==> config.mk <==
export PLATFORM = sky130hd
export DESIGN_NAME = maze_renderer
export DESIGN_NICKNAME = d
export VERILOG_FILES = /design/src/rtl/maze_renderer_pkg.sv /design/src/rtl/pixel_skid_buffer.sv /design/src/rtl/maze_renderer.sv
export SDC_FILE = /design/constraint.sdc
export NUM_CORES = 1
export LEC_CHECK = 0
export BUFFER_PORTS_ARGS = -buffer_cell sky130_fd_sc_hd__buf_2
export CORE_MARGIN = 2
export CORE_UTILIZATION = 35
export DETAILED_ROUTE_END_ITERATION = 10
export PLACE_DENSITY_LB_ADDON = 0.15
export SYNTH_ARGS = -nofsm -noshare
export SYNTH_HDL_FRONTEND = slang
export SYNTH_SLANG_ARGS = --single-unit
==> constraint.sdc <==
create_clock -name clock -period 5.6 [get_ports clock]
set_input_delay 0 -clock clock [delete_from_list [all_inputs] [get_ports clock]]
set_output_delay 0 -clock clock [all_outputs]
set_load 0.05 [all_outputs]
==> src/rtl/maze_renderer_pkg.sv <==
// Shared maze definitions: geometry helpers, bus widths, colours and the renderer state type.
package maze_renderer_pkg;

  localparam int unsigned AddrW  = 11;
  localparam int unsigned CoordW = 8;
  localparam int unsigned PixW   = 16;
  localparam int unsigned BufW   = PixW + 2;

  localparam logic [PixW-1:0] ColorPlayer = 16'hF800;
  localparam logic [PixW-1:0] ColorExit   = 16'h07E0;
  localparam logic [PixW-1:0] ColorWall   = 16'h0000;
  localparam logic [PixW-1:0] ColorFloor  = 16'hFFFF;

  typedef enum logic [1:0] {StIdle, StRun, StDrain} state_e;

  // Cells are separated by wall bits, so n cells span 2n+1 grid bits.
  function automatic int unsigned grid_dim(input int unsigned cells);
    return 2 * cells + 1;
  endfunction

endpackage

==> src/rtl/pixel_skid_buffer.sv <==
// Two-entry elastic buffer between the colour pipeline and the pixel stream output.
module pixel_skid_buffer #(
  parameter int unsigned Width = 18
) (
  input  logic             clock,
  input  logic             reset,
  input  logic             flush,
  input  logic             in_valid,
  output logic             in_ready,
  input  logic [Width-1:0] in_data,
  output logic             out_valid,
  input  logic             out_ready,
  output logic [Width-1:0] out_data,
  output logic             last_entry
);

  logic [Width-1:0] mem_q [2];
  logic             wr_ptr_q, rd_ptr_q;
  logic [1:0]       count_q;
  logic             push, pop;

  assign in_ready   = (count_q != 2'd2);
  assign out_valid  = (count_q != 2'd0);
  assign last_entry = (count_q == 2'd1);
  assign out_data   = mem_q[rd_ptr_q];
  assign push       = in_valid && in_ready;
  assign pop        = out_valid && out_ready;

  always_ff @(posedge clock or negedge reset) begin
    if (!reset) begin
      mem_q[0] <= '0;
      mem_q[1] <= '0;
      wr_ptr_q <= 1'b0;
      rd_ptr_q <= 1'b0;
      count_q  <= 2'd0;
    end else if (flush) begin
      wr_ptr_q <= 1'b0;
      rd_ptr_q <= 1'b0;
      count_q  <= 2'd0;
    end else begin
      if (push) begin
        mem_q[wr_ptr_q] <= in_data;
        wr_ptr_q        <= ~wr_ptr_q;
      end
      if (pop) rd_ptr_q <= ~rd_ptr_q;
      case ({push, pop})
        2'b10:   count_q <= count_q + 2'd1;
        2'b01:   count_q <= count_q - 2'd1;
        default: count_q <= count_q;
      endcase
    end
  end

endmodule

==> src/rtl/maze_renderer.sv <==
// Streams a maze bitmap as RGB565 pixels in raster order, one grid bit per TILE x TILE block.
module maze_renderer
  import maze_renderer_pkg::*;
#(
  parameter int unsigned WIDTH  = 5,
  parameter int unsigned HEIGHT = 2,
  parameter int unsigned TILE   = 8
) (
  input  logic              clock,
  input  logic              reset,
  input  logic              frame_start,
  input  logic              gen_end,
  input  logic [CoordW-1:0] player_x,
  input  logic [CoordW-1:0] player_y,
  output logic [AddrW-1:0]  maze_address,
  input  logic              maze_address_data,
  output logic [PixW-1:0]   pixel_data,
  output logic              pixel_valid,
  input  logic              pixel_ready,
  output logic              pixel_sof,
  output logic              pixel_eol,
  output logic              busy,
  output logic              frame_done
);

  localparam int unsigned GW    = grid_dim(WIDTH);
  localparam int unsigned GH    = grid_dim(HEIGHT);
  localparam int unsigned ColW  = CoordW + 1;
  localparam int unsigned TileW = (TILE > 1) ? $clog2(TILE) : 1;

  localparam logic [ColW-1:0]  LastCol  = ColW'(GW - 1);
  localparam logic [ColW-1:0]  LastRow  = ColW'(GH - 1);
  localparam logic [ColW-1:0]  ExitCol  = ColW'(GW - 2);
  localparam logic [ColW-1:0]  ExitRow  = ColW'(GH - 2);
  localparam logic [TileW-1:0] LastTile = TileW'(TILE - 1);
  localparam logic [AddrW-1:0] RowStep  = AddrW'(GW);

  state_e            state_q, state_d;
  logic [TileW-1:0]  tx_q, tx_d, ty_q, ty_d;
  logic [ColW-1:0]   col_q, col_d, row_q, row_d;
  logic [ColW-1:0]   pcol_q, pcol_d, prow_q, prow_d;
  logic [AddrW-1:0]  row_base_q, row_base_d, addr_q, addr_d;
  logic              a_valid_q, a_valid_d;
  logic              b_valid_q, b_valid_d, b_fresh_q, b_fresh_d;
  logic              b_player_q, b_player_d, b_exit_q, b_exit_d;
  logic              b_sof_q, b_sof_d, b_eol_q, b_eol_d;
  logic              wall_hold_q, wall_hold_d;
  logic              frame_done_q, frame_done_d;

  logic              a_sof, a_eol, a_last, accept, advance, final_pop, wall_b;
  logic              buf_in_ready, buf_last, buf_flush;
  logic [PixW-1:0]   color;
  logic [BufW-1:0]   buf_out;

  assign a_sof  = (tx_q == '0) && (col_q == '0) && (ty_q == '0) && (row_q == '0);
  assign a_eol  = (tx_q == LastTile) && (col_q == LastCol);
  assign a_last = a_eol && (ty_q == LastTile) && (row_q == LastRow);
  assign accept = (state_q == StIdle) && frame_start && gen_end;
  // Stage B only moves when its pixel can enter the buffer; stage A follows it.
  assign advance   = !b_valid_q || buf_in_ready;
  assign buf_flush = (state_q != StIdle) && !gen_end;
  assign final_pop = (state_q == StDrain) && !b_valid_q && pixel_valid && pixel_ready && buf_last;
  // The memory keeps reading the held stage-A address during a stall, so keep B's bit.
  assign wall_b    = b_fresh_q ? maze_address_data : wall_hold_q;

  always_comb begin
    if (b_player_q)    color = ColorPlayer;
    else if (b_exit_q) color = ColorExit;
    else if (wall_b)   color = ColorWall;
    else               color = ColorFloor;
  end

  always_comb begin
    state_d      = state_q;
    tx_d         = tx_q;
    ty_d         = ty_q;
    col_d        = col_q;
    row_d        = row_q;
    pcol_d       = pcol_q;
    prow_d       = prow_q;
    row_base_d   = row_base_q;
    addr_d       = addr_q;
    a_valid_d    = a_valid_q;
    b_valid_d    = b_valid_q;
    b_fresh_d    = b_fresh_q;
    b_player_d   = b_player_q;
    b_exit_d     = b_exit_q;
    b_sof_d      = b_sof_q;
    b_eol_d      = b_eol_q;
    wall_hold_d  = wall_hold_q;
    frame_done_d = 1'b0;
    unique case (state_q)
      StIdle: begin
        if (accept) begin
          state_d    = StRun;
          tx_d       = '0;
          ty_d       = '0;
          col_d      = '0;
          row_d      = '0;
          row_base_d = '0;
          addr_d     = '0;
          a_valid_d  = 1'b1;
          pcol_d     = {player_x, 1'b1};
          prow_d     = {player_y, 1'b1};
        end
      end
      StRun, StDrain: begin
        if (advance) begin
          b_valid_d  = a_valid_q;
          b_fresh_d  = 1'b1;
          b_player_d = (col_q == pcol_q) && (row_q == prow_q);
          b_exit_d   = (col_q == ExitCol) && (row_q == ExitRow);
          b_sof_d    = a_sof;
          b_eol_d    = a_eol;
          if (a_valid_q) begin
            if (a_last) begin
              a_valid_d = 1'b0;
              state_d   = StDrain;
            end else begin
              if (tx_q != LastTile) begin
                tx_d = tx_q + TileW'(1);
              end else begin
                tx_d = '0;
                if (col_q != LastCol) begin
                  col_d = col_q + ColW'(1);
                end else begin
                  col_d = '0;
                  if (ty_q != LastTile) begin
                    ty_d = ty_q + TileW'(1);
                  end else begin
                    ty_d       = '0;
                    row_d      = row_q + ColW'(1);
                    row_base_d = row_base_q + RowStep;
                  end
                end
              end
              addr_d = row_base_d + AddrW'(col_d);
            end
          end
        end else begin
          wall_hold_d = wall_b;
          b_fresh_d   = 1'b0;
        end
        if (final_pop) begin
          state_d      = StIdle;
          frame_done_d = 1'b1;
        end
        if (!gen_end) begin
          state_d      = StIdle;
          a_valid_d    = 1'b0;
          b_valid_d    = 1'b0;
          frame_done_d = 1'b0;
        end
      end
      default: state_d = StIdle;
    endcase
  end

  always_ff @(posedge clock or negedge reset) begin
    if (!reset) begin
      state_q      <= StIdle;
      tx_q         <= '0;
      ty_q         <= '0;
      col_q        <= '0;
      row_q        <= '0;
      pcol_q       <= '0;
      prow_q       <= '0;
      row_base_q   <= '0;
      addr_q       <= '0;
      a_valid_q    <= 1'b0;
      b_valid_q    <= 1'b0;
      b_fresh_q    <= 1'b0;
      b_player_q   <= 1'b0;
      b_exit_q     <= 1'b0;
      b_sof_q      <= 1'b0;
      b_eol_q      <= 1'b0;
      wall_hold_q  <= 1'b0;
      frame_done_q <= 1'b0;
    end else begin
      state_q      <= state_d;
      tx_q         <= tx_d;
      ty_q         <= ty_d;
      col_q        <= col_d;
      row_q        <= row_d;
      pcol_q       <= pcol_d;
      prow_q       <= prow_d;
      row_base_q   <= row_base_d;
      addr_q       <= addr_d;
      a_valid_q    <= a_valid_d;
      b_valid_q    <= b_valid_d;
      b_fresh_q    <= b_fresh_d;
      b_player_q   <= b_player_d;
      b_exit_q     <= b_exit_d;
      b_sof_q      <= b_sof_d;
      b_eol_q      <= b_eol_d;
      wall_hold_q  <= wall_hold_d;
      frame_done_q <= frame_done_d;
    end
  end

  pixel_skid_buffer #(
    .Width(BufW)
  ) u_skid (
    .clock     (clock),
    .reset     (reset),
    .flush     (buf_flush),
    .in_valid  (b_valid_q),
    .in_ready  (buf_in_ready),
    .in_data   ({color, b_sof_q, b_eol_q}),
    .out_valid (pixel_valid),
    .out_ready (pixel_ready),
    .out_data  (buf_out),
    .last_entry(buf_last)
  );

  assign {pixel_data, pixel_sof, pixel_eol} = buf_out;
  assign maze_address = addr_q;
  assign busy         = (state_q != StIdle);
  assign frame_done   = frame_done_q;

endmodule

After elaboration in Yosys (flattened, before gate mapping)
Index checks and enable logic that the tools add are counted.
Widths: inputs -> output; s select.
- muxes and demuxes: 82
- div/mod/pow operators: 0
- reductions and logical operators: 43
- bitwise logic cells: 6
- $lt $le $gt $ge: 3
- multipliers: 0
- eq/ne operators: 29
- $add $sub $neg: 8
- shift-type cells: 0
- operators with widths (operator ; count):
    $mux 11 ; 14
    $mux 9 ; 16
    $mux 18 ; 4
    $mux 16 ; 3
    $pmux 11 s2 ; 2
    $bwmux 36 ; 1
    $pmux 9 s2 ; 2
    $mux 3 ; 11
    $add 9x1->9 const B ; 2
    $demux 18 s1 ; 1
    $eq 9x4->1 const B ; 2
    $eq 9x9->1 ; 2
    $logic_and 1x1->1 ; 18
    $logic_not 9->1 ; 2
    $mux 1 ; 16
    $ne 2x2->1 const B ; 8
    $mux 2 ; 7
    $ne 4x4->1 const B ; 3
    $pmux 3 s2 ; 2
    $add 11x4->11 const B ; 1
    $add 11x9->11 ; 1
    $reduce_and 2->1 ; 5
    $reduce_bool 2->1 ; 5
    $eq 9x2->1 const B ; 1
    27 further kinds ; 42
- memories kept: 0
- bits in writable memories: 0
- register bits after elaboration: 115
- ROM bits: 0
- input port bits: 22
- latch bits: 0

Logic depth before layout (Yosys ltp)
Gate-level depths: netlist of the first run.
- word-level depth: 13
- depth in mapped cells: 15
- mapped depth without buffers: 14

By module
A second synthesis of the first run with hierarchy kept.
- cell total of the unflattened synthesis: 611
- area, all modules: 6477.5 um2
- modules (own cells, without submodules) (module ; sequential area each (um2) ; area an instance (um2) ; times used ; cells each):
    maze_renderer ; 1851.8 ; 4579.4 ; 1 ; 487
    pixel_skid_buffer ; 1001.0 ; 1898.1 ; 1 ; 124

Least setup slack after synthesis of the first run
OpenSTA, ideal clock, no wires.
- path type: register -> register
- start: register tx_q[1]
- end: register addr_q[10], in the netlist maze_address[10]
- path slack: 2.086 ns
- stages on the path, launching flop included: 16
- setup time: 0.122 ns
- clock period less this slack: 3.514 ns
- data arrival time: 3.392 ns
- cell sequence: dfrtp_1 -> ha_1 -> ha_1 -> clkbuf_1 -> and3_1 -> nand4_2 -> xnor2_1 -> ha_1 -> inv_1 -> fa_1 -> nor2b_1 -> o31a_1 -> o31a_1 -> nor2b_1 -> or4_1 -> a32o_1
- word-level cells in the longest chain between the ends: 11
- ends and longest elaborated chain (item ; RTL line ; source):
    start, declared ; maze_renderer.sv:39 ; logic [TileW-1:0] tx_q, tx_d, ty_q, ty_d;
    start signal, assigned ; maze_renderer.sv:181 ; tx_q <= tx_d;
    $ne 3x3->1 ; maze_renderer.sv:120 ; if (tx_q != LastTile) begin
    $mux 11 / $mux 9 (equally long branches) ; maze_renderer.sv:120 ;
    $mux 11 / $mux 9 (equally long branches) ; maze_renderer.sv:116 ; if (a_last) begin
    $mux 11 / $mux 9 (equally long branches) ; maze_renderer.sv:115 ; if (a_valid_q) begin
    $mux 11 / $mux 9 (equally long branches) ; maze_renderer.sv:108 ; if (advance) begin
    $mux 11 / $mux 9 (equally long branches) ; maze_renderer.sv:92 ; unique case (state_q)
    $add 11x9->11 ; maze_renderer.sv:137 ; addr_d = row_base_d + AddrW'(col_d);
    $mux 11 ; maze_renderer.sv:116 ;
    $mux 11 ; maze_renderer.sv:115 ;
    $mux 11 ; maze_renderer.sv:108 ;
    $pmux 11 s2 ; maze_renderer.sv:92 ;
    end signal, assigned ; maze_renderer.sv:188 ; addr_q <= addr_d;
    end, declared ; maze_renderer.sv:42 ; logic [AddrW-1:0] row_base_q, row_base_d, addr_q, addr_d;
Several ways; a longest one is shown, not always the timed one. The select of a mux whose other input is x is not followed.
A chain may end at the register's enable or synchronous reset.

Final worst setup path of the first run
Same ends and word-level chain as after synthesis.

==> flow_summary.ini, run 1 <==
[run_status]
outcome = complete, no violations

[synthesis]
synth_edf_count = 0
avgSynthCellArea_sq_um = 9.77
yosys-top-cells-area = dfrtp_1 (42%), mux2_2 (7.1%), ha_1 (6.7%), xnor2_1 (4.4%), nand2_1 (3.7%)
synth_area_sq_um = 5220
ys_warn_count = 0
yosys-top-cells-count = dfrtp_1 (88), nand2_1 (51), nor2_1 (42)
synth.distinct_cells = 55
synth_flop_cell = dfrtp_1
yosysSeqAreaShare = 0.422
syn-num-nets = 585
synth.ff_latch_count = 88
synthCells = 534
synth_most_common_cell = dfrtp_1
yosysTopAreaCellShare = 0.422
yosys.area.top_type = dfrtp_1
async_reset_ff_frac = 1.00

[place]
gp_congestion = 0.831
hpwlAfterDp_um = 8670
numPlacedInstances = 738
placed_cell_area_sq_um = 5550
io_buffers = 53

[layout]
num-fill-cells = 1441
final_cells = 771
final_area_sq_um = 6020
diodes = 0
areaGrowthSynthToFinish_pct = 15.4
final_nets = 634
drive_above_1_share = 0.199

[floorplanning]
die_h_um = 126
fp-row-count = 44
io_pins = 54
initial_core_util = 0.359
die_area_sq_um = 15900
die_w_um = 126
core_area_sq_um = 14500

[global_routing]
grt_overflow = 0
gr-usage-all-layers = 0.160
grt_pass1_vias = 4029
grt_pass1_wl_um = 20200
antenna_found_initial = 0
grt_max_degree = 70

[min_path]
worstHoldPathCells = 3
hold_start = maze_address_data
hold_path.class = in -> reg
min_to = wall_hold_q

[sta]
rsz0062_at_grt = false
setup_tns_ns = 0
whs_ns = 0.0293
worstMarginPinSlew_ns = 1.03
period_share = 0.685
drv_slew = 0
setup_viol = 0
fin_worst_skew_ns = 0.00699
max_freq_mhz = 261
period_minus_slack_ns = 3.84
hold_violations = 0
relSlewSlack = 0.314

[power_and_ir_drop]
p_switching_mw = 1.13
sw_frac_of_total = 0.435
p_leak_nw = 2.75
intPower_mw = 1.47
vdd_drop_max_mv = 0.348
p_comb_frac = 0.431
p_total_mw = 2.60
seq_power_share = 0.341
pwr_density_cell_nw_per_um2 = 433
p_clk_frac = 0.228

[critical_path]
cp_max_fo = 9
ff2ff_path_depth = 14
critPathRequiredTime_ns = 5.83
r2r-end = maze_address[10]
critPathArrivalTime_ns = 4.07
critPathCaptureType = flip-flop
critPathLaunchType = flip-flop
criticalPathCategory = reg -> reg
rrSetupSlack_ns = 1.76
r2r-start = tx_q[1]

[drt]
first_pass_iters = 4
drc_errors = 0
avgViaCountPerCell = 5.25
first_iter_violations = 248
drtAntennaViolNets = 0
wl_per_cell_um = 15.6
wl_um = 12100
dr_total_vias = 4049

[clock_network]
numCtsBuffers = 9
clock-sinks = 88
cts_tree = yes
htree_num_levels = 3
clk_latency_ns = 0.35
root_buffer = clkbuf_16
clk_pin_slew_ns = 0.06
clock_path_buffers = 2

[run]
cap_violations = 0
state kept, by name, summed over array words and instances, names as in the netlist, 2 cells and up:
register	count
pcol_q	9
u_skid.count_q	2
tx_q	3
col_q	9
row_q	9
ty_q	3
row_base_q	11
prow_q	8
state_q	2
maze_address	11
u_skid.mem_q	10
how the worst max path moves through the flow:
stage	to	start	slack, ns	cells past startpoint
floorplan	maze_address[10]	tx_q[1]	2.09	15
detailed placement	maze_address[10]	tx_q[1]	1.81	14
finish	maze_address[10]	tx_q[1]	1.76	14
CTS	maze_address[10]	tx_q[1]	1.78	14
global route	maze_address[10]	tx_q[1]	1.43	14
global placement	maze_address[10]	tx_q[1]	1.95	14
stage by stage:
step | worst slack, ns | util
after floorplan | 2.09 | -
after global placement | 1.95 | 0.382
after detailed placement | 1.81 | 0.382
after CTS | 1.78 | 0.414
after global routing | 1.43 | 0.414
final | 1.76 | 0.414
per-layer routing:
layer / wire, um / vias to the layer above / global-route usage
met3: 496 / 18 / 0.0361
met4: 237 / 0 / 0.0575
met1: 5550 / 1970 / 0.199
li1: - / 1966 / -
met5: 0 / - / 0
met2: 5780 / 95 / 0.271
power by group through the flow:
| stage | registers [mW] | logic (mW) | clock network, mW |
|---|---|---|---|
| 2_1_floorplan | 0.848 | 0.995 | 0 |
| 3_3_place_gp | 0.896 | 1.12 | 0 |
| 3_5_place_dp | 0.902 | 1.12 | 0 |
| 4_1_cts | 0.891 | 1.14 | 0.621 |
| 5_1_grt | 0.909 | 1.22 | 0.641 |
| 6_report | 0.888 | 1.12 | 0.593 |
critical path: stages, from the launching register on:
cell and delay [ns]:
dfrtp_1 0.37, ha_1 0.16, ha_1 0.34, and3_1 0.28, nand4_2 0.29, xnor2_1 0.25, ha_1 0.20, inv_1 0.06
fa_1 0.38, nor2b_1 0.21, o31a_1 0.18, o31a_1 0.17, nor2b_1 0.07, or4_1 0.49, a32o_1 0.27
cell usage in the layout, fill, tap and decap left out, drive strengths merged, types with 2 or more instances in the layout:
master and count:
dfrtp 88, buf 57, nand2 52, nor2 43, o21ai 37, mux2 33, ha 28, xnor2 26
inv 24, nand3 23, xor2 18, dlygate4sd3 18, a22o 14, a21oi 12, nand4 12, nor3 12
clkbuf 11, o31ai 8, and3 7, o21a 7, nand2b 5, nor2b 5, mux2i 4, a31oi 3
or3 3, o41ai 3, clkinv 3, nor4 3, a311oi 2, o221ai 2, a21boi 2, a211oi 2
and4 2, or4 2, or2 2, o31a 2
kinds of logic (layout without fill, tap and decap cells):
kind of cell    count (synthesis)  after routing  share of synthesized area
simple gates                  176            176                      0.170
flops                          88             88                      0.422
buf+inv                        61            114                     0.0561
compound gates                 99             99                      0.128
xor+xnor                       44             44                     0.0739
mux                            37             37                     0.0789
fa+ha+maj                      29             29                     0.0710
layout make-up:
type / count / area, sq um / area share
clock buffers: 11 / 243 / 0.0403
inverters: 24 / 90.1 / 0.0150
well taps: 184 / 230 / 0.0382
repair buffers: 75 / 478 / 0.0794
multi-input cells: 385 / 2730 / 0.454
clock inverters: 4 / 45.0 / 0.00748
flip-flops and latches: 88 / 2200 / 0.366
repair_timing:
action | CTS | global route
setup buffers | 0 | 0
hold buffers | 18 | 0
resized for setup | 0 | 0
hold endpoints to repair | 36 | 0
Power figures use the tool's default switching activity.
==> run 2: changes to the inputs <==
clock period = 3.43 ns   (was 5.6 ns; I/O delays follow)
==> run 2 against run 1 <==
Compared with the run above:
- maximum frequency up 15%
- combinational power up 67%
- cell count up 3.1%
- sequential cell count unchanged
- count of clock-buffer cells in the layout down 2
- hold slack worse by 0.0043 ns
- die area unchanged
- non-clock buffer count up 23
- largest cell class unchanged
- largest power group unchanged
- highest routed layer unchanged
==> flow_summary.ini, run 2 (synthesized netlist as in run 1, its figures left out) <==
[sta]
fin_worst_skew_ns = 0.00555
worstMarginPinSlew_ns = 0.936
hold_violations = 0
drv_slew = 0
relSlewSlack = 0.374
period_share = 0.977
setup_viol = 0
max_freq_mhz = 298
period_minus_slack_ns = 3.35

[clock_network]
cts_tree = yes
clock-sinks = 88
htree_num_levels = 3
clk_pin_slew_ns = 0.07
root_buffer = clkbuf_16
clk_latency_ns = 0.35
numCtsBuffers = 9
clock_path_buffers = 2

[power_and_ir_drop]
sw_frac_of_total = 0.434
vdd_drop_max_mv = 0.466
p_clk_frac = 0.245
p_comb_frac = 0.425
intPower_mw = 2.49
pwr_density_cell_nw_per_um2 = 698
seq_power_share = 0.330
p_switching_mw = 1.90
p_leak_nw = 2.87
p_total_mw = 4.39

[drt]
dr_total_vias = 4139
drtAntennaViolNets = 0
wl_um = 12500
wl_per_cell_um = 15.8
first_iter_violations = 248
first_pass_iters = 6
avgViaCountPerCell = 5.21
drc_errors = 0

[place]
hpwlAfterDp_um = 8970
io_buffers = 53
gp_congestion = 0.790

[global_routing]
grt_pass1_wl_um = 20800
antenna_found_initial = 0
grt_max_degree = 68
gr-usage-all-layers = 0.165
grt_overflow = 0
grt_pass1_vias = 4145

[layout]
fin_util = 0.433
diodes = 0
areaGrowthSynthToFinish_pct = 20.6
layout_common_cells = dfrtp_1 (88), buf_2 (52), nand2_1 (51), nor2_1 (38), o21ai_0 (34)
final_common_cell = dfrtp_1
final_nets = 657
drive_above_1_share = 0.260

[run_status]
outcome = complete, no violations

[floorplanning]
fp-row-count = 44
die_area_sq_um = 15900
die_w_um = 126
initial_core_util = 0.359
die_h_um = 126
core_area_sq_um = 14500
io_pins = 54

[critical_path]
critPathArrivalTime_ns = 3.60
ff2ff_path_depth = 14
endpoint = maze_address[10]
cp_max_fo = 3
critPathLaunch = tx_q[1]
critPathRequiredTime_ns = 3.68
r2r-end = maze_address[10]
r2r-start = tx_q[1]
rrSetupSlack_ns = 0.08
critPathLaunchType = flip-flop
critPathCaptureType = flip-flop
criticalPathCategory = reg -> reg

[min_path]
hold_path.class = in -> reg
hold_start = maze_address_data

[run]
cap_violations = 0
-- run 2: area by class of cell --
class                   instances  area (sq um)
inverters                      24          90.1
fillers                      1426          8240
clock buffers                   9           225
flip-flops and latches         88          2200
clock inverters                 7          95.1
repair buffers                 98           651
well taps                     184           230
multi-input cells             385          2800
-- run 2: how the worst min path moves through the flow --
stage                         to  slack, ns  cells after the start
6_report             wall_hold_q       0.03                      3
5_1_grt              wall_hold_q       0.05                      3
4_1_cts              wall_hold_q       0.01                      3
3_5_place_dp   u_skid.count_q[1]       0.20                      1
3_3_place_gp   u_skid.count_q[1]       0.18                      1
2_1_floorplan          a_valid_q      -0.30                      0
-- run 2: power groups by stage --
stage               sequential, mW  clock (mW)  combinational, mW
CTS                           1.45        1.12               1.86
finish                        1.45        1.08               1.87
global route                  1.48        1.16               2.02
global placement              1.46           0               1.82
detailed placement            1.47           0               1.85
floorplan                     1.38           0               1.62
-- run 2: repair_timing --
action                     in CTS  in global routing
hold endpoints to repair       84                  0
setup endpoints to repair       1                  4
hold buffers                   18                  0
setup buffers                   0                  5
cloned                          0                  0
gates resized for setup         1                 20
pin swaps                       0                 10
-- run 2: worst max-delay path: stages, from the launching register on --
cell     delay [ns]
dfrtp_1        0.36
ha_2           0.17
ha_1           0.16
and3_4         0.21
nand4_4        0.13
xnor2_2        0.20
ha_2           0.20
inv_1          0.06
fa_2           0.36
nor2b_2        0.16
o31a_1         0.18
o31a_1         0.23
nor2b_2        0.07
or4_1          0.50
a32o_1         0.26
-- run 2: per-stage QoR --
step | setup TNS [ns] | worst slack (ns) | cells | hold slack, ns | area, sq um
3_3_place_gp | 0 | 0.0698 | 756 | 0.180 | 5690
3_5_place_dp | -0.00878 | -0.00878 | 756 | 0.197 | 5690
4_1_cts | 0 | 0.00596 | 790 | 0.0137 | 6190
5_1_grt | -0.0501 | -0.0501 | 795 | 0.0516 | 6290
2_1_floorplan | 0 | 0.0180 | 534 | -0.296 | 5220
6_report | 0 | 0.0779 | 795 | 0.0250 | 6290
-- run 2: metal layers --
| metal | share of wire | track usage | routed length [um] | up-vias |
|---|---|---|---|---|
| li1 | - | - | - | 2017 |
| met1 | 0.44 | 0.203 | 5580 | 2017 |
| met2 | 0.50 | 0.286 | 6260 | 90 |
| met3 | 0.037 | 0.0268 | 458 | 15 |
| met4 | 0.020 | 0.0698 | 250 | 0 |
| met5 | 0 | 0 | 0 | - |
==> run 3: changes to the inputs <==
CELL_PAD_IN_SITES_DETAIL_PLACEMENT = 0   (was unset)
CELL_PAD_IN_SITES_GLOBAL_PLACEMENT = 1   (was unset)
==> run 3 against run 2 <==
Compared with the run above:
- utilization down 0.060 points
- critical path depth up 1
- largest power group unchanged
- clock skew up 0.0040 ns
- clock power down 7%
- sequential power about the same
- global-route usage up 0.45 points
- hold slack better by 0.050 ns
==> flow_summary.ini, run 3 (synthesized netlist as in run 1, its figures left out) <==
[layout]
final_cells = 799
final_nets = 662
num-fill-cells = 1417
final_common_cell = dfrtp_1
drive_above_1_share = 0.254
areaGrowthSynthToFinish_pct = 20.5
diodes = 0
fin_util = 0.433
layout_common_cells = dfrtp_1 (88), buf_2 (52), nand2_1 (51), nor2_1 (40), o21ai_0 (34)

[critical_path]
critPathLaunch = tx_q[1]
critPathLaunchType = flip-flop
cp_common_cell = ha_1
criticalPathCategory = reg -> reg
max_stage_delay_ns = 0.37
slowest_stage = dfrtp_1
critPathCaptureType = flip-flop
ff2ff_path_depth = 15
cp_max_fo = 8
r2r-start = tx_q[1]
critPathRequiredTime_ns = 3.68
r2r-end = maze_address[8]
path_cells = ha_1 -> ha_1 -> buf_4 -> and4_4 -> nand3_4 -> nor2_1 -> xor2_1 -> ha_1 -> nor2b_2 -> o31a_1 -> o31a_1 -> buf_4 -> o21ai_1 -> a21boi_0 -> o31ai_1
critPathArrivalTime_ns = 3.52
rrSetupSlack_ns = 0.16

[sta]
period_share = 0.954
period_minus_slack_ns = 3.27
hold_violations = 0
max_freq_mhz = 306
setup_viol = 0
fin_worst_skew_ns = 0.00956
worstMarginPinSlew_ns = 0.943
drv_slew = 0
rsz0062_at_grt = true
relSlewSlack = 0.371

[run_status]
outcome = complete, no violations

[min_path]
worstHoldPathCells = 4
min_to = u_skid.count_q[1]
hold_path.class = in -> reg
hold_start = pixel_ready

[place]
hpwlAfterDp_um = 9200
io_buffers = 53
numPlacedInstances = 762
gp_congestion = 0.765

[floorplanning]
die_area_sq_um = 15900
die_h_um = 126
core_area_sq_um = 14500
fp-row-count = 44
io_pins = 54
initial_core_util = 0.359
die_w_um = 126

[run]
cap_violations = 0

[drt]
wl_per_cell_um = 16.1
drtAntennaViolNets = 0
avgViaCountPerCell = 5.12
first_pass_iters = 4
drc_errors = 0
dr_total_vias = 4088
wl_um = 12800
first_iter_violations = 210

[global_routing]
antenna_found_initial = 0
grt_max_degree = 71
grt_pass1_vias = 4175
grt_overflow = 0
grt_pass1_wl_um = 21600
gr-usage-all-layers = 0.169

[clock_network]
root_buffer = clkbuf_16
htree_num_levels = 3
clock-sinks = 88
clk_pin_slew_ns = 0.06
cts_tree = yes
clock_path_buffers = 2
clk_latency_ns = 0.35
numCtsBuffers = 9

[power_and_ir_drop]
vdd_drop_max_mv = 0.537
pwr_density_cell_nw_per_um2 = 687
p_leak_nw = 2.89
-- run 3: cell count changes in the layout (fill, tap and decap cells not counted), sizes merged --
cell,previous run,this run
clkinv,3,4
buf,80,84
clkinvlp,1,0
clkbuf,9,10
dlygate4sd3,18,19
inv,25,24
bufinv,2,1
-- run 3: timing repair --
item | CTS | global route
buffers inserted | 0 | 3
resized for setup | 0 | 16
hold buffers | 19 | 0
endpoints found under the hold margin | 88 | 0
endpoints found under the setup margin | 0 | 5
-- run 3: worst max path at each step --
stage / slack (ns) / cells past startpoint / to
2_1_floorplan: 0.02 / 15 / maze_address[10]
3_3_place_gp: 0.1 / 14 / maze_address[10]
3_5_place_dp: 0.03 / 14 / maze_address[10]
4_1_cts: 0.01 / 14 / maze_address[10]
5_1_grt: -0.01 / 15 / maze_address[8]
6_report: 0.16 / 15 / maze_address[8]
-- run 3: metrics by stage --
| step | hold WS (ns) | TNS, ns | worst slack (ns) | cell area (sq um) | total power, mW |
|---|---|---|---|---|---|
| 6_report | 0.0749 | 0 | 0.158 | 6290 | 4.32 |
| 5_1_grt | 0.0844 | -0.0256 | -0.0141 | 6290 | 4.61 |
| 4_1_cts | 0.0534 | 0 | 0.0146 | 6220 | 4.37 |
| 3_3_place_gp | 0.211 | 0 | 0.0951 | 5730 | 3.31 |
| 2_1_floorplan | -0.296 | 0 | 0.0180 | 5220 | 3.01 |
| 3_5_place_dp | 0.215 | 0 | 0.0252 | 5730 | 3.33 |
-- run 3: cell type report --
type,count,area (sq um),share of cell area
multi-input cells,385,2780,0.442
flip-flops and latches,88,2200,0.350
repair buffers,103,691,0.110
clock buffers,10,239,0.0380
well taps,184,230,0.0366
inverters,24,90.1,0.0143
clock inverters,5,57.6,0.00916
-- run 3: critical path, delay by kind of cell, from the launching register on --
| family | cells | cell delay (ns) |
|---|---|---|
| AO/OA/AOI/OAI | 5 | 0.99 |
| XOR/XNOR | 1 | 0.20 |
| adder cells (fa/ha/maj) | 3 | 0.62 |
| buffers and inverters | 2 | 0.31 |
| flip-flops | 1 | 0.37 |
| AND/OR/NAND/NOR | 4 | 0.66 |
-- run 3: power breakdown --
part | internal, mW | total [mW] | switching, mW
logic | 0.585 | 1.87 | 1.28
registers | 1.26 | 1.45 | 0.192
clock network | 0.580 | 1.00 | 0.420
-- run 3: layer usage --
metal / GRT usage / vias up / part of all wire
li1: - / 2017 / -
met1: 0.218 / 1992 / 0.46
met2: 0.280 / 60 / 0.49
met3: 0.0425 / 19 / 0.034
met4: 0.0556 / 0 / 0.020
met5: 0 / - / 0
